**src/rtl/fb_arb_pkg.sv**
```systemverilog
// Shared types and constants for the framebuffer access arbiter.
package fb_arb_pkg;

   localparam int FB_DATA_WIDTH  = 24;
   localparam int RGB_DATA_WIDTH = 8;

   typedef enum logic {
      FB_RGB     = 1'b0,
      FB_PALETTE = 1'b1
   } fb_target_e;

   typedef enum logic [1:0] {
      ARB_IDLE    = 2'd0,
      ARB_LOCKED0 = 2'd1,
      ARB_LOCKED1 = 2'd2
   } arb_state_e;

   // One entry per accepted access travelling down the read-return pipeline.
   typedef struct packed {
      logic       valid;
      logic       requester;
      fb_target_e target;
   } rd_tag_t;

endpackage

```
**src/rtl/fb_rr_arbiter2.sv**
```systemverilog
// Two-way round-robin arbiter with burst lock, lock counter and forced release.
module fb_rr_arbiter2
   import fb_arb_pkg::*;
#(
   parameter int LOCK_MAX = 256
) (
   input  logic clk_pixel,
   input  logic reset,
   input  logic req0,
   input  logic req1,
   input  logic elig0,
   input  logic elig1,
   input  logic lock0,
   input  logic lock1,
   output logic gnt0,
   output logic gnt1
);

   localparam int CNT_W = $clog2(LOCK_MAX);
   localparam logic [CNT_W-1:0] CNT_LAST = CNT_W'(LOCK_MAX - 1);
   localparam logic [CNT_W-1:0] CNT_ONE  = CNT_W'(1);

   arb_state_e       state, state_nxt;
   logic             last_grant, last_grant_nxt;
   logic [CNT_W-1:0] lock_cnt, lock_cnt_nxt;

   // State, round-robin pointer and lock counter registers.
   always_ff @(posedge clk_pixel) begin
      if (reset) begin
         state      <= ARB_IDLE;
         last_grant <= 1'b1;
         lock_cnt   <= '0;
      end else begin
         state      <= state_nxt;
         last_grant <= last_grant_nxt;
         lock_cnt   <= lock_cnt_nxt;
      end
   end

   // Grant selection and next-state; lock_cnt counts accepts in the current burst,
   // so the accept seen with lock_cnt == LOCK_MAX-1 is the LOCK_MAX-th and forces release.
   always_comb begin
      state_nxt      = state;
      last_grant_nxt = last_grant;
      lock_cnt_nxt   = lock_cnt;
      gnt0           = 1'b0;
      gnt1           = 1'b0;
      unique case (state)
         ARB_IDLE: begin
            lock_cnt_nxt = '0;
            if (elig0 && (!elig1 || last_grant)) begin
               gnt0           = 1'b1;
               last_grant_nxt = 1'b0;
               if (lock0) begin
                  state_nxt    = ARB_LOCKED0;
                  lock_cnt_nxt = CNT_ONE;
               end
            end else if (elig1) begin
               gnt1           = 1'b1;
               last_grant_nxt = 1'b1;
               if (lock1) begin
                  state_nxt    = ARB_LOCKED1;
                  lock_cnt_nxt = CNT_ONE;
               end
            end
         end
         ARB_LOCKED0: begin
            gnt0 = elig0;
            if (!req0) begin
               state_nxt    = ARB_IDLE;
               lock_cnt_nxt = '0;
            end else if (gnt0) begin
               last_grant_nxt = 1'b0;
               if (!lock0 || lock_cnt == CNT_LAST) begin
                  state_nxt    = ARB_IDLE;
                  lock_cnt_nxt = '0;
               end else begin
                  lock_cnt_nxt = lock_cnt + 1'b1;
               end
            end
         end
         ARB_LOCKED1: begin
            gnt1 = elig1;
            if (!req1) begin
               state_nxt    = ARB_IDLE;
               lock_cnt_nxt = '0;
            end else if (gnt1) begin
               last_grant_nxt = 1'b1;
               if (!lock1 || lock_cnt == CNT_LAST) begin
                  state_nxt    = ARB_IDLE;
                  lock_cnt_nxt = '0;
               end else begin
                  lock_cnt_nxt = lock_cnt + 1'b1;
               end
            end
         end
         default: begin
            state_nxt    = ARB_IDLE;
            lock_cnt_nxt = '0;
         end
      endcase
   end

endmodule

```
**src/rtl/fb_access_arbiter.sv**
```systemverilog
// Shares the framebuffer rgb/palette ports between the SPI GPU path and an
// on-chip overlay writer; registered issue stage and in-order read return.
module fb_access_arbiter
   import fb_arb_pkg::*;
#(
   parameter int ADDR_WIDTH          = 17,
   parameter int PAL_ADDR_WIDTH      = 8,
   parameter int READ_LATENCY        = 1,
   parameter int PALETTE_VBLANK_ONLY = 1,
   parameter int LOCK_MAX            = 256
) (
   input  logic                      clk_pixel,
   input  logic                      reset,
   input  logic                      vblank,
   input  logic                      req0,
   input  logic                      req1,
   input  logic                      we0,
   input  logic                      we1,
   input  logic                      sel0,
   input  logic                      sel1,
   input  logic                      lock0,
   input  logic                      lock1,
   input  logic [ADDR_WIDTH-1:0]     addr0,
   input  logic [ADDR_WIDTH-1:0]     addr1,
   input  logic [FB_DATA_WIDTH-1:0]  wdata0,
   input  logic [FB_DATA_WIDTH-1:0]  wdata1,
   output logic                      gnt0,
   output logic                      gnt1,
   output logic                      rvalid0,
   output logic                      rvalid1,
   output logic [FB_DATA_WIDTH-1:0]  rdata0,
   output logic [FB_DATA_WIDTH-1:0]  rdata1,
   output logic [ADDR_WIDTH-1:0]     fb_rgb_addr,
   output logic [RGB_DATA_WIDTH-1:0] fb_rgb_in,
   output logic                      fb_wren_rgb,
   input  logic [RGB_DATA_WIDTH-1:0] fb_rgb_out,
   output logic [PAL_ADDR_WIDTH-1:0] fb_palette_addr,
   output logic [FB_DATA_WIDTH-1:0]  fb_palette_in,
   output logic                      fb_wren_palette,
   input  logic [FB_DATA_WIDTH-1:0]  fb_palette_out
);

   localparam logic PAL_HOLD = (PALETTE_VBLANK_ONLY != 0);

   logic                     elig0, elig1;
   logic                     acc, acc_req, acc_we;
   fb_target_e               acc_sel;
   logic [ADDR_WIDTH-1:0]    acc_addr;
   logic [FB_DATA_WIDTH-1:0] acc_wdata;
   rd_tag_t                  rd_tag_p [READ_LATENCY+1];
   rd_tag_t                  tag_out;
   logic [FB_DATA_WIDTH-1:0] rd_word;

   // A palette write outside vblank stalls only its own requester.
   assign elig0 = req0 && !(sel0 && we0 && PAL_HOLD && !vblank);
   assign elig1 = req1 && !(sel1 && we1 && PAL_HOLD && !vblank);

   fb_rr_arbiter2 #(
      .LOCK_MAX (LOCK_MAX)
   ) u_arb (
      .clk_pixel (clk_pixel),
      .reset     (reset),
      .req0      (req0),
      .req1      (req1),
      .elig0     (elig0),
      .elig1     (elig1),
      .lock0     (lock0),
      .lock1     (lock1),
      .gnt0      (gnt0),
      .gnt1      (gnt1)
   );

   // Select the granted requester's access; grants are one-hot.
   always_comb begin
      acc       = gnt0 | gnt1;
      acc_req   = gnt1;
      acc_we    = gnt1 ? we1 : we0;
      acc_sel   = fb_target_e'(gnt1 ? sel1 : sel0);
      acc_addr  = gnt1 ? addr1 : addr0;
      acc_wdata = gnt1 ? wdata1 : wdata0;
   end

   // Issue stage: drive the framebuffer ports one cycle after accept; enables pulse once.
   always_ff @(posedge clk_pixel) begin
      if (reset) begin
         fb_rgb_addr     <= '0;
         fb_rgb_in       <= '0;
         fb_wren_rgb     <= 1'b0;
         fb_palette_addr <= '0;
         fb_palette_in   <= '0;
         fb_wren_palette <= 1'b0;
      end else begin
         fb_wren_rgb     <= 1'b0;
         fb_wren_palette <= 1'b0;
         if (acc && acc_sel == FB_RGB) begin
            fb_rgb_addr <= acc_addr;
            fb_rgb_in   <= acc_wdata[RGB_DATA_WIDTH-1:0];
            fb_wren_rgb <= acc_we;
         end
         if (acc && acc_sel == FB_PALETTE) begin
            fb_palette_addr <= acc_addr[PAL_ADDR_WIDTH-1:0];
            fb_palette_in   <= acc_wdata;
            fb_wren_palette <= acc_we;
         end
      end
   end

   // Read tag pipeline: stage READ_LATENCY lines up with the BRAM output data.
   always_ff @(posedge clk_pixel) begin
      if (reset) begin
         for (int i = 0; i <= READ_LATENCY; i++) rd_tag_p[i] <= '0;
      end else begin
         rd_tag_p[0] <= '{valid: acc && !acc_we, requester: acc_req, target: acc_sel};
         for (int i = 1; i <= READ_LATENCY; i++) rd_tag_p[i] <= rd_tag_p[i-1];
      end
   end

   assign tag_out = rd_tag_p[READ_LATENCY];
   assign rd_word = (tag_out.target == FB_PALETTE) ? fb_palette_out
                  : {{(FB_DATA_WIDTH-RGB_DATA_WIDTH){1'b0}}, fb_rgb_out};

   // Return stage: register read data and strobe rvalid for the owning requester.
   always_ff @(posedge clk_pixel) begin
      if (reset) begin
         rvalid0 <= 1'b0;
         rvalid1 <= 1'b0;
         rdata0  <= '0;
         rdata1  <= '0;
      end else begin
         rvalid0 <= tag_out.valid && !tag_out.requester;
         rvalid1 <= tag_out.valid && tag_out.requester;
         if (tag_out.valid && !tag_out.requester) rdata0 <= rd_word;
         if (tag_out.valid && tag_out.requester)  rdata1 <= rd_word;
      end
   end

endmodule

```
**config.mk**
```make
export PLATFORM = sky130hd
export DESIGN_NAME = fb_access_arbiter
export DESIGN_NICKNAME = d
export VERILOG_FILES = /design/src/rtl/fb_arb_pkg.sv /design/src/rtl/fb_rr_arbiter2.sv /design/src/rtl/fb_access_arbiter.sv
export SDC_FILE = /design/constraint.sdc
export NUM_CORES = 1
export LEC_CHECK = 0
export ABC_AREA = 1
export BUFFER_PORTS_ARGS = -buffer_cell sky130_fd_sc_hd__buf_4
export CAP_MARGIN = 10
export CORE_MARGIN = 2
export CORE_UTILIZATION = 27
export CTS_BUF_LIST = sky130_fd_sc_hd__clkbuf_16
export CTS_CLUSTER_DIAMETER = 30
export CTS_CLUSTER_SIZE = 24
export DETAILED_ROUTE_END_ITERATION = 8
export PLACE_DENSITY = 0.61
export RECOVER_POWER = 25
export SYNTH_ARGS = -nofsm -noshare
export SYNTH_HDL_FRONTEND = slang
export SYNTH_SLANG_ARGS = --single-unit
```
**constraint.sdc**
```tcl
create_clock -name clk_pixel -period 4.07 [get_ports clk_pixel]
set_input_delay 0.6105 -clock clk_pixel [delete_from_list [all_inputs] [get_ports clk_pixel]]
set_output_delay 0.6105 -clock clk_pixel [all_outputs]
set_load 0.05 [all_outputs]
```
Yosys cells after proc, flatten, opt, wreduce, memory -nomap -nowiden
Memories as Yosys holds them, arrays and structs flattened.
Cells that the tools add are included.
- flip-flop bits (word level): 120
- memory bits (writable): 6
- bits of input ports: 125
- output and inout port bits: 111
- logic and storage cells: 107
- memories kept: 1
- memories (memory ; depth ; width ; read ports ; clocked after memory_dff ; wr ports ; RTL line ; source):
    rd_tag_p ; 2 ; 3 ; 2 ; 0 ; 2 ; fb_access_arbiter.sv:50 ; rd_tag_t rd_tag_p [READ_LATENCY+1];
- add/sub/neg operators: 1
- equality and inequality tests: 13
- mux-type cells: 43
- bitwise operators: 6
- reductions and logical operators: 30
- operator list (cell ; number):
    8-bit two-way mux ; 8
    24-bit two-way mux ; 2
    8-bit case mux with 3 select lines ; 1
    2-bit two-way mux ; 10
    17-bit two-way mux ; 1
    1-bit two-way mux ; 15
    3-bit by 2-bit != test with 1-bit output, second input constant ; 5
    1-bit logical AND ; 12
    8-bit by 1-bit adder with 8-bit output, second input constant ; 1
    8-bit == test, second input constant ; 1
    1-bit logical NOT ; 8
    7-bit AND reduction ; 1
    3-bit two-way mux ; 2
    2-bit case mux with 3 select lines ; 1
    2-bit != test, second input constant ; 2
    1-bit case mux with 2 select lines ; 2
    4-bit AND reduction ; 1
    2-bit OR reduction ; 2
    1-bit logical OR ; 3
    3-bit by 1-bit != test with 1-bit output, second input constant ; 1
    3-bit != test, second input constant ; 1
    1-bit NOT ; 3
    1-bit bitwise OR ; 3
    1-bit case mux with 3 select lines ; 1
    6 further kinds ; 6

Logic depth before layout (Yosys ltp)
Gate-level depths: netlist of run 1.
- word-level depth: 14
- gate-level depth with buffers: 12

Hierarchy
From an unflattened synthesis of run 1, not the netlist that was laid out.
- cells, all modules: 899
- area, all modules: 5893.2 um^2
- modules (own cells, without submodules) (module ; times used ; cells an instance ; area an instance (um^2) ; seq. area each (um^2)):
    fb_access_arbiter ; 1 ; 779 ; 5123.7 ; 2302.2
    fb_rr_arbiter2 ; 1 ; 120 ; 769.5 ; 220.2

Least setup slack after synthesis of run 1
OpenSTA, ideal clock, no wires.
- path kind: input to register
- start: input sel0
- end: register fb_rgb_addr[0]
- arrival time: 2.041 ns
- data required time: 3.953 ns
- slack: 1.913 ns
- stages: 12
- buffers on the path: 2
- cell sequence: nand2_1 nor2_2 nor2_4 nand3_1 nand2_1 clkinv_1 nand3_4 buf_8 buf_6 nand3_1 nand2_1 nor2_1
- elaborated cells on any way between the ends: 14
- RTL lines (item ; RTL line ; source):
    start: declaration ; fb_access_arbiter.sv:19 ; input logic sel0,
    1-bit logical AND (*) (2 in a row) ; fb_access_arbiter.sv:55 ; assign elig0 = req0 && !(sel0 && we0 && PAL_HOLD && !vblank);
    1-bit logical NOT (*) ; fb_access_arbiter.sv:55 ;
    1-bit logical AND (*) ; fb_access_arbiter.sv:55 ;
    1-bit logical AND ; fb_rr_arbiter2.sv:51 ; if (elig0 && (!elig1 || last_grant)) begin
    1-bit two-way mux ; fb_rr_arbiter2.sv:51 ;
    1-bit case mux with 2 select lines (*) ; fb_rr_arbiter2.sv:48 ; unique case (state)
    via gnt0 ; fb_access_arbiter.sv:27 ; output logic gnt0,
    1-bit bitwise OR (*) ; fb_access_arbiter.sv:75 ; acc = gnt0 | gnt1;
    1-bit logical AND (*) ; fb_access_arbiter.sv:95 ; if (acc && acc_sel == FB_RGB) begin
    end signal: assignment ; fb_access_arbiter.sv:96 ; fb_rgb_addr <= acc_addr;
    end: declaration ; fb_access_arbiter.sv:33 ; output logic [ADDR_WIDTH-1:0] fb_rgb_addr,
The timed path passes the listed nets; every way through them passes the cells marked *.
A chain may end at the register's enable or synchronous reset.

Final worst setup path of run 1
- start: input sel1
- end: output gnt1
- word-level cells in the longest chain between the ends: 9
- elaborated cells on any way between the ends: 10
- RTL lines (item ; RTL line ; source):
    start: declaration ; fb_access_arbiter.sv:20 ; input logic sel1,
    1-bit logical AND (*) (2 in a row) ; fb_access_arbiter.sv:56 ; assign elig1 = req1 && !(sel1 && we1 && PAL_HOLD && !vblank);
    1-bit logical NOT (*) ; fb_access_arbiter.sv:56 ;
    1-bit logical AND (*) ; fb_access_arbiter.sv:56 ;
    1-bit logical NOT ; fb_rr_arbiter2.sv:51 ;
    1-bit logical OR ; fb_rr_arbiter2.sv:51 ;
    1-bit logical AND ; fb_rr_arbiter2.sv:51 ;
    1-bit two-way mux ; fb_rr_arbiter2.sv:51 ;
    1-bit case mux with 2 select lines (*) ; fb_rr_arbiter2.sv:48 ;
    end: declaration ; fb_access_arbiter.sv:28 ; output logic gnt1,
Every way passes the cells marked *; elsewhere a longest branch is shown, timed or not.

==> qor.csv, run 1 <==
metric;value;unit
result of the run;complete, no violations;
Final Cycle Share;75.9;%
global route total overflow;0;
type of element launching the critical path;primary input;
Peak Freq;324;MHz
register clock-pin slew on the reported worst setup and hold paths;50;ps
most used standard cells in the synthesized netlist;234 x sky130_fd_sc_hd__nand2_1, 126 x sky130_fd_sc_hd__dfxtp_1, 109 x sky130_fd_sc_hd__nor2_1, 88 x sky130_fd_sc_hd__a21oi_1, 81 x sky130_fd_sc_hd__inv_1;
maximum number of pins on one net before global-route repair;64;
class of the tightest hold or removal check;flip-flop to flip-flop;
family with the most delay on the worst path;simple AND/OR/NAND/NOR gates;
Mapped Nets;975;
minimum clock period;3090;ps
layout net count;1183;
crit-path max FO;46;
Worst path slowest cell;sky130_fd_sc_hd__nand2_4;
initial antenna violation count;0;
final hold violation count;0;
TritonCTS clock tree;done;
switch share;46.7;%
cell with the most instances after synthesis;sky130_fd_sc_hd__nand2_1;
routability cong.;0.793;
distinct cell type count after synthesis;30;
floorplan die area;22700;um2
count of buffers inserted at the top-level ports;235;
final setup violation count;0;
CP max stage delay;640;ps
CTS root buf;sky130_fd_sc_hd__clkbuf_16;
cells resized by post-CTS repair;0;
total number of vias;5815;
crit path cell chain;buf_4, nand2_1, nor2_2, nor2_2, nand3_2, nand2_4, buf_4;
Flop pwr share;27.6;%
unrepaired setup endpoints after global routing;false;
first drt pass iteration count;4;
maxcap violations;0;
area used by multi-input combinational logic;2670;um2
worst-case headroom to the max-slew limit;27.5;%
setup fix buffers added after clock tree synthesis;0;
row count;53;
Slew Viols, Final;0;
total negative slack for setup checks;0;ps
Worst Max-Slew Pin Slew;1090;ps
async set-reset flop share out of synthesis;0;%
combinational share of power;47.9;%
dominant cells by area after synthesis;sky130_fd_sc_hd__dfxtp_1 43%, sky130_fd_sc_hd__nand2_1 15%, sky130_fd_sc_hd__a21oi_1 7.6%;
number of sinks on the clock net;126;
Initial Utilization;27.6;%
H-Tree Depth;4;
Die Span X;151;um
TritonCTS buffer count;17;
biggest area consumer among synthesized cells;sky130_fd_sc_hd__dfxtp_1;
number of warning messages in the yosys log;0;
DPL Wire Length;12200;um
pwr/cell area;787;nW/um2
post-synth design cell area;5810;um2
largest buffer count on any clock path;2;
DRT Wirelength;17100;um
die height;151;um
Int Power;0.00338;W
number of filler instances in the final layout;2264;
Buffers & Inverters on Critical Path;2;
number of global-route vias before repair;5162;
drt initial violations;161;
Area Overhead vs Synth;38.6;%
share of power burned in the clock network;24.6;%
placeable core area;21100;um2
count of hold buffers inserted by post-cts repair;0;
average cell area after synthesis;6.88;um2
post-DR wirelength/cell;12.8;um
flop and latch count out of synthesis;126;
Worst Path Class, Setup;primary input to output port;
prevailing post-synth register cell;sky130_fd_sc_hd__dfxtp_1;
global-route wire length before repair;26100;um
fraction of layout cells with a size suffix above 1;21.9;%
area share of the largest cell type after synthesis;43.4;%
largest clock skew in the final design;6.96;ps
Max VDD drop;288;uV
number of enable flip-flop cells after synthesis;0;
critical path capture point type;output port;
sequential cell area fraction in the yosys report;43.4;%
Antenna Diode Count;0;
clock latency on the worst-skew pair;410;ps
switching power total;0.00296;W
total routing resource utilization after global routing;14.6;%
Final ANT Viol Nets;0;
DRC violation count after routing;0;
final cell count without fillers;1340;
endpoint arrival time on the critical path;2480;ps
post-synthesis instance total;845;
# placed instances;1309;
Vias/cell;4.34;
leakage power of the design;3.99;nW
I/O pin count;236;
Reg area;2520;um2
data required time at the worst endpoint;3460;ps
-- kinds of logic (layout without fill, tap and decap cells) --
family,Yosys count,after routing,share of synthesized area [%]
DFF,126,126,43.4
adders and majority gates,5,5,1.08
xor gates and xnor gates,2,2,0.301
and+or+nand+nor,423,423,30.5
muxes,8,8,1.38
AOI/OAI and AO/OA,144,144,12.5
buffers and inverters,137,357,10.8
-- power groups by stage --
stage / clock network (W) / registers (W) / logic (W)
after floorplan: 0 / 0.00273 / 0.00145
after global placement: 0 / 0.00177 / 0.00316
after detailed placement: 0 / 0.00177 / 0.00317
after CTS: 0.00160 / 0.00175 / 0.00317
after global routing: 0.00166 / 0.00179 / 0.00334
final: 0.00156 / 0.00175 / 0.00304
-- worst reg2reg max path, delay by kind of cell (launching register included) --
kind          cells  cell delay [ps]
simple gates      7             2150
fa+ha+maj         1              210
flops             1              340
buf+inv           1              100
-- final cells by class --
cell class	count	share of cell area [%]
flip-flops and latches	126	31.3
inverters	85	3.96
repair buffers	241	19.9
clock inverters	14	2.17
well taps	275	4.27
clock buffers	17	5.28
multi-input cells	582	33.1
-- worst paths after layout --
path	cells after the start	to	startpoint	slack, ps
worst max-delay path	7	gnt1	sel1	980
worst max register to register	9	fb_rgb_addr[2]	u_arb.state[1]	1160
worst min-delay path	2	rd_tag_p[0][4]	rd_tag_p[0][1]	410
worst min register to register	2	rd_tag_p[0][4]	rd_tag_p[0][1]	410
-- per-stage QoR --
step / total power [W] / setup slack (ps) / area [um2] / util, % / hold WS, ps
after floorplan: 0.00418 / 1910 / 5810 / - / 388
after global placement: 0.00493 / 798 / 7660 / 36.3 / 401
after detailed placement: 0.00494 / 709 / 7660 / 36.3 / 402
after CTS: 0.00653 / 952 / 8260 / 39.2 / 413
after global routing: 0.00679 / 768 / 8060 / 38.2 / 435
final: 0.00634 / 979 / 8060 / 38.2 / 407
-- flip-flops by register name, summed over array words and instances (netlist names) --
register	flops
fb_palette_addr	8
fb_palette_in	24
fb_rgb_addr	17
fb_rgb_in	8
fb_wren_palette	1
fb_wren_rgb	1
rd_tag_p	6
rdata0	24
rdata1	24
rvalid0	1
rvalid1	1
u_arb.last_grant	1
u_arb.lock_cnt	8
u_arb.state	2
-- per-layer routing --
layer  vias up  track usage (%)  part of all wire [%]
met5         -                0                     0
met4         0             3.50                  0.83
met3        13             6.52                   9.9
met2       189             23.6                    45
met1      2529             17.9                    44
li1       3084                -                     -
-- cell usage in the layout, fill, tap and decap left out, types with 2 or more instances in the layout --
| cell | n |
|---|---|
| sky130_fd_sc_hd__a21oi_1 | 88 |
| sky130_fd_sc_hd__buf_4 | 187 |
| sky130_fd_sc_hd__bufinv_16 | 4 |
| sky130_fd_sc_hd__clkbuf_1 | 54 |
| sky130_fd_sc_hd__clkbuf_16 | 17 |
| sky130_fd_sc_hd__clkinv_1 | 5 |
| sky130_fd_sc_hd__clkinv_2 | 3 |
| sky130_fd_sc_hd__clkinv_4 | 2 |
| sky130_fd_sc_hd__dfxtp_1 | 126 |
| sky130_fd_sc_hd__ha_1 | 5 |
| sky130_fd_sc_hd__inv_1 | 81 |
| sky130_fd_sc_hd__inv_2 | 3 |
| sky130_fd_sc_hd__mux2i_1 | 8 |
| sky130_fd_sc_hd__nand2_1 | 234 |
| sky130_fd_sc_hd__nand2_2 | 4 |
| sky130_fd_sc_hd__nand3_1 | 58 |
| sky130_fd_sc_hd__nand3_2 | 2 |
| sky130_fd_sc_hd__nand3_4 | 3 |
| sky130_fd_sc_hd__nor2_1 | 108 |
| sky130_fd_sc_hd__nor2_2 | 4 |
| sky130_fd_sc_hd__nor3_1 | 5 |
| sky130_fd_sc_hd__o21ai_0 | 54 |
| sky130_fd_sc_hd__xor2_1 | 2 |
Note: power is estimated with default switching activity, not from simulation.
==> run 2: changes to the inputs <==
- PLACE_DENSITY: 0.61 -> 0.63
- clock period: 4.07 -> 2.5 ns (I/O delays scaled with it)
==> run 2 against run 1 <==
Compared with the run above: hold slack worse by 160 ps; register-to-register slack got worse by 780 ps; global-route usage is 0.23 points higher; combinational power increased by 70%; largest cell class unchanged.
==> qor.csv, run 2 (synthesized netlist as in run 1, its figures left out) <==
metric;value;unit;change
result of the run;complete, no violations;;
clock latency on the worst-skew pair;420;ps;about the same
Die Span X;151;um;unchanged
total routing resource utilization after global routing;14.9;%;+0.23 points
Top Registers;fb_palette_in (24), rdata0 (24), rdata1 (24);;
drt initial violations;207;;+29%
routability cong.;0.809;;+2.0%
Antenna Diode Count;0;;unchanged
crit path cell chain;inv_1, ha_1, nand2_2, nand2_4, buf_12, buf_4;;
count of buffers inserted at the top-level ports;235;;unchanged
I/O pin count;236;;unchanged
count of hold buffers inserted by post-cts repair;0;;unchanged
Worst Path Class, Setup;flip-flop to output port;;
most frequent cells in the layout;234 x sky130_fd_sc_hd__nand2_1, 221 x sky130_fd_sc_hd__buf_4, 126 x sky130_fd_sc_hd__dfxtp_1;;
layout net count;1187;;+0.34%
Worst Max-Slew Pin Slew;823;ps;-263 ps
row count;53;;unchanged
floorplan die area;22700;um2;unchanged
leakage power of the design;4.17;nW;+4.3%
Worst path slowest cell;sky130_fd_sc_hd__dfxtp_1;;
maximum number of pins on one net before global-route repair;72;;+13%
Final ANT Viol Nets;0;;unchanged
Final Cycle Share;89.6;%;
total number of vias;5850;;+0.60%
Setup crit start;u_arb.state[0];;
FF-to-FF Start;u_arb.state[0];;
setup fix buffers added after clock tree synthesis;0;;unchanged
class of the tightest hold or removal check;primary input to flip-flop;;
die height;151;um;unchanged
cells resized by post-CTS repair;0;;unchanged
number of filler instances in the final layout;2228;;-1.6%
final hold violation count;0;;unchanged
Buffers & Inverters on Critical Path;3;;+1
Area Overhead vs Synth;42.1;%;
placed standard-cell area;7740;um2;+1.0%
CTS root buf;sky130_fd_sc_hd__clkbuf_16;;
placeable core area;21100;um2;unchanged
final setup violation count;0;;unchanged
post-DR wirelength/cell;12.8;um;+0.70%
minimum setup slack in the final design;259;ps;-720 ps
number of sinks on the clock net;126;;unchanged
family with the most delay on the worst path;buffers and inverters;;
TritonCTS buffer count;17;;unchanged
DRC violation count after routing;0;;unchanged
total negative slack for setup checks;0;ps;unchanged
first drt pass iteration count;4;;unchanged
largest buffer count on any clock path;2;;unchanged
global route total overflow;0;;unchanged
global-route wire length before repair;26600;um;+1.9%
endpoint arrival time on the critical path;1870;ps;-610 ps
number of global-route vias before repair;5302;;+2.7%
Initial Utilization;27.6;%;unchanged
most common cell after layout, fill and taps aside;sky130_fd_sc_hd__nand2_1;;
final non-filler cell area;8260;um2;+2.5%
CP max stage delay;340;ps;-300 ps
data required time at the worst endpoint;2120;ps;-1340 ps
fraction of layout cells with a size suffix above 1;25.8;%;+3.9 points
largest clock skew in the final design;9.91;ps;+2.95 ps
TritonCTS clock tree;done;;
maxcap violations;0;;unchanged
worst-case headroom to the max-slew limit;45.1;%;+18 points
Max VDD drop;471;uV;+64%
initial antenna violation count;0;;unchanged
start point of the worst hold path;reset;;
end-of-flow core utilization;39.2;%;+0.97 points
Peak Freq;446;MHz;
critical path capture point type;output port;;
pwr/cell area;1270;nW/um2;+61%
Vias/cell;4.35;;+0.23%
DRT Wirelength;17300;um;+1.1%
type of element launching the critical path;flip-flop;;
DPL Wire Length;12400;um;+1.8%
Slew Viols, Final;0;;unchanged
crit-path max FO;42;;-8.7%
unrepaired setup endpoints after global routing;false;;
minimum clock period;2240;ps;
H-Tree Depth;4;;unchanged
register clock-pin slew on the reported worst setup and hold paths;60;ps;about the same
worst-case setup slack after placement;262;ps;-448 ps
run 2: changes by cell type in the layout (fill, tap and decap cells not counted):
cell                         before  now
sky130_fd_sc_hd__clkbuf_1        54   18
sky130_fd_sc_hd__clkinvlp_4       1    4
sky130_fd_sc_hd__inv_6            0    2
sky130_fd_sc_hd__buf_12           0    4
sky130_fd_sc_hd__clkinv_1         5    3
sky130_fd_sc_hd__clkbuf_2         0    2
sky130_fd_sc_hd__bufinv_16        4    3
sky130_fd_sc_hd__buf_4          187  221
sky130_fd_sc_hd__clkinv_4         2    1
run 2: worst paths after layout:
| check | endpoint | slack [ps] | cells past startpoint |
|---|---|---|---|
| setup / recovery | gnt1 | 260 | 6 |
| setup reg to reg | fb_wren_rgb | 380 | 10 |
| hold / removal | u_arb.lock_cnt[0] | 240 | 2 |
| hold reg to reg | rd_tag_p[0][4] | 410 | 2 |
run 2: report_power, final:
group | internal (W) | total [W] | switching, W
combinational | 0.00151 | 0.00517 | 0.00366
clock | 0.00156 | 0.00250 | 0.000945
sequential | 0.00254 | 0.00282 | 0.000284
total | 0.00561 | 0.0105 | 0.00489
run 2: metrics by stage:
step | hold WS (ps) | power [W] | instances
floorplan | 388 | 0.00680 | 845
global placement | 399 | 0.00810 | 1313
detailed placement | 402 | 0.00814 | 1313
CTS | 220 | 0.0107 | 1345
global route | 236 | 0.0112 | 1345
finish | 243 | 0.0105 | 1345
run 2: final cells by class:
type / instances / area (um2) / share of cell area [%]
inverter: 85 / 319 / 3.86
sequential: 126 / 2520 / 30.5
clock inverter: 15 / 169 / 2.04
clock buffer: 17 / 425 / 5.15
tap: 275 / 344 / 4.16
timing repair buffer: 245 / 1820 / 22.0
multi-input combinational: 582 / 2670 / 32.3
run 2: per-layer routing:
| metal | vias up | track usage (%) | share of wire (%) |
|---|---|---|---|
| li1 | 3085 | - | - |
| met1 | 2543 | 18.2 | 43 |
| met2 | 207 | 23.6 | 45 |
| met3 | 15 | 6.39 | 10 |
| met4 | 0 | 4.63 | 1.1 |
| met5 | - | 0 | 0 |
==> run 3: changes to the inputs <==
- CORE_MARGIN: 2 -> 3
==> run 3 against run 2 <==
Compared with the run above: clock power is 3% lower; hold slack better by 4.9 ps; clock skew is 2.3 ps lower; via count is 1.8% higher; first-iteration DRC count is 24% higher; global-route usage hardly changed; highest routed layer unchanged; non-clock buffer count is 2 higher.
==> qor.csv, run 3 (synthesized netlist as in run 1, its figures left out) <==
metric;value;unit;change
Final ANT Viol Nets;0;;unchanged
family with the most delay on the worst path;buffers and inverters;;
worst-case setup slack after placement;227;ps;-35.1 ps
minimum setup slack in the final design;147;ps;-112 ps
CTS root buf;sky130_fd_sc_hd__clkbuf_16;;
routability cong.;0.801;;-1.1%
CP max stage delay;350;ps;about the same
grt met3 use;7.41;%;+1.0 points
layout net count;1189;;+0.17%
I/O pin count;236;;unchanged
placeable core area;21100;um2;unchanged
register clock-pin slew on the reported worst setup and hold paths;60;ps;about the same
post-DR wirelength/cell;13.3;um;+3.5%
# placed instances;1315;;+0.15%
endpoint of the worst register-to-register path;fb_rgb_addr[8];;
DRC violation count after routing;0;;unchanged
Die Span X;153;um;+1.3%
Worst path slowest cell;sky130_fd_sc_hd__dfxtp_1;;
minimum setup slack among reg-to-reg paths;370;ps;about the same
number of sinks on the clock net;126;;unchanged
Antenna Diode Count;0;;unchanged
cells resized by post-CTS repair;0;;unchanged
initial antenna violation count;0;;unchanged
fraction of layout cells with a size suffix above 1;23.3;%;-2.5 points
count of hold buffers inserted by post-cts repair;0;;unchanged
pwr/cell area;1270;nW/um2;+0.16%
data required time at the worst endpoint;2120;ps;about the same
final setup violation count;0;;unchanged
count of buffers inserted at the top-level ports;235;;unchanged
minimum clock period;2350;ps;+112 ps
cell depth of the worst setup path;6;;unchanged
met2 routing resource usage after global routing;23.2;%;-0.35 points
critical path capture point type;output port;;
first drt pass iteration count;4;;unchanged
met1 Track Usage GR;18.1;%;-0.16 points
H-Tree Depth;4;;unchanged
GR peak layer;met2;;
most frequent cells in the layout;234 x sky130_fd_sc_hd__nand2_1, 193 x sky130_fd_sc_hd__buf_4, 126 x sky130_fd_sc_hd__dfxtp_1;;
FF-to-FF Start;u_arb.state[0];;
TritonCTS buffer count;17;;unchanged
Final Cycle Share;94.1;%;+4.5 points
Buffers & Inverters on Critical Path;3;;unchanged
unrepaired setup endpoints after global routing;false;;
endpoint arrival time on the critical path;1980;ps;+110 ps
type of element launching the critical path;flip-flop;;
most common cell after layout, fill and taps aside;sky130_fd_sc_hd__nand2_1;;
DRT Wirelength;17900;um;+3.7%
Peak Freq;425;MHz;-4.8%
total routing resource utilization after global routing;14.9;%;-0.019 points
largest clock skew in the final design;7.59;ps;-2.33 ps
row count;53;;unchanged
Initial Utilization;27.6;%;unchanged
Top Registers;fb_palette_in (24), rdata0 (24), rdata1 (24);;
Worst Path Class, Setup;flip-flop to output port;;
class of the tightest hold or removal check;primary input to flip-flop;;
drt initial violations;256;;+24%
global route total overflow;0;;unchanged
depth of the worst register-to-register path;10;;unchanged
maxcap violations;0;;unchanged
largest buffer count on any clock path;2;;unchanged
Vias/cell;4.42;;+1.7%
die height;153;um;+1.3%
floorplan die area;23300;um2;+2.7%
crit path cell chain;inv_1, ha_1, nand2_2, nand2_4, buf_12, buf_4;;
crit-path max FO;44;;+4.8%
leakage power of the design;4.05;nW;-2.7%
setup fix buffers added after clock tree synthesis;0;;unchanged
total number of vias;5958;;+1.8%
maximum number of pins on one net before global-route repair;49;;-32%
worst-case headroom to the max-slew limit;42.8;%;-2.3 points
final cell count without fillers;1347;;+0.15%
Setup crit start;u_arb.state[0];;
TritonCTS clock tree;done;;
Worst Max-Slew Pin Slew;858;ps;+34.9 ps
result of the run;complete, no violations;;
clock latency on the worst-skew pair;410;ps;about the same
capture point of the worst path;gnt1;;
Area Overhead vs Synth;40.5;%;
Slew Viols, Final;0;;unchanged
global-route wire length before repair;28500;um;+7.0%
number of global-route vias before repair;5610;;+5.8%
final hold violation count;0;;unchanged
DPL Wire Length;12900;um;+3.6%
Max VDD drop;531;uV;+13%
total negative slack for setup checks;0;ps;unchanged
run 3: stage by stage:
stage	power [W]	hold WS (ps)	util, %	instance area [um2]
floorplan	0.00680	388	-	5810
global placement	0.00812	403	36.8	7770
detailed placement	0.00817	406	36.8	7770
CTS	0.0106	222	39.6	8340
global route	0.0111	240	38.7	8170
finish	0.0104	248	38.7	8170
run 3: cell type report:
class | instances | area, um2
Fill cell | 2255 | 12900
Timing Repair Buffer | 247 | 1740
Multi-Input combinational cell | 582 | 2670
Clock inverter | 15 | 149
Clock buffer | 17 | 425
Tap cell | 275 | 344
Sequential cell | 126 | 2520
Inverter | 85 | 319
run 3: how the worst min path moves through the flow:
stage	slack [ps]	depth (start not counted)	endpoint	startpoint
3_5_place_dp	410	2	rd_tag_p[0][3]	rd_tag_p[0][0]
5_1_grt	240	2	u_arb.lock_cnt[0]	reset
3_3_place_gp	400	2	rd_tag_p[0][3]	rd_tag_p[0][0]
4_1_cts	220	3	rdata1[8]	fb_palette_out[8]
2_1_floorplan	390	2	rd_tag_p[0][3]	rd_tag_p[0][0]
6_report	250	3	rdata1[8]	fb_palette_out[8]
run 3: worst reg2reg max path: stages (launching register included):
cell and delay, ps:
sky130_fd_sc_hd__dfxtp_1 410, sky130_fd_sc_hd__inv_1 90, sky130_fd_sc_hd__ha_1 270, sky130_fd_sc_hd__nand2_2 250
sky130_fd_sc_hd__nand2_4 100, sky130_fd_sc_hd__buf_12 190, sky130_fd_sc_hd__inv_2 390, sky130_fd_sc_hd__nand2_1 130
sky130_fd_sc_hd__nand2_1 90, sky130_fd_sc_hd__nor2_1 40, sky130_fd_sc_hd__nor2_1 100
run 3: routing by layer:
| layer | part of all wire, % | vias up |
|---|---|---|
| met4 | 1.4 | 0 |
| met3 | 9.7 | 18 |
| met2 | 45 | 205 |
| met5 | 0 | - |
| met1 | 44 | 2644 |
| li1 | - | 3091 |
run 3: report_power, final:
group	total, W	leakage [nW]	switching, W	internal, W
sequential	0.00284	1.03	0.000308	0.00254
combinational	0.00513	2.75	0.00366	0.00146
clock	0.00242	0.276	0.000959	0.00146
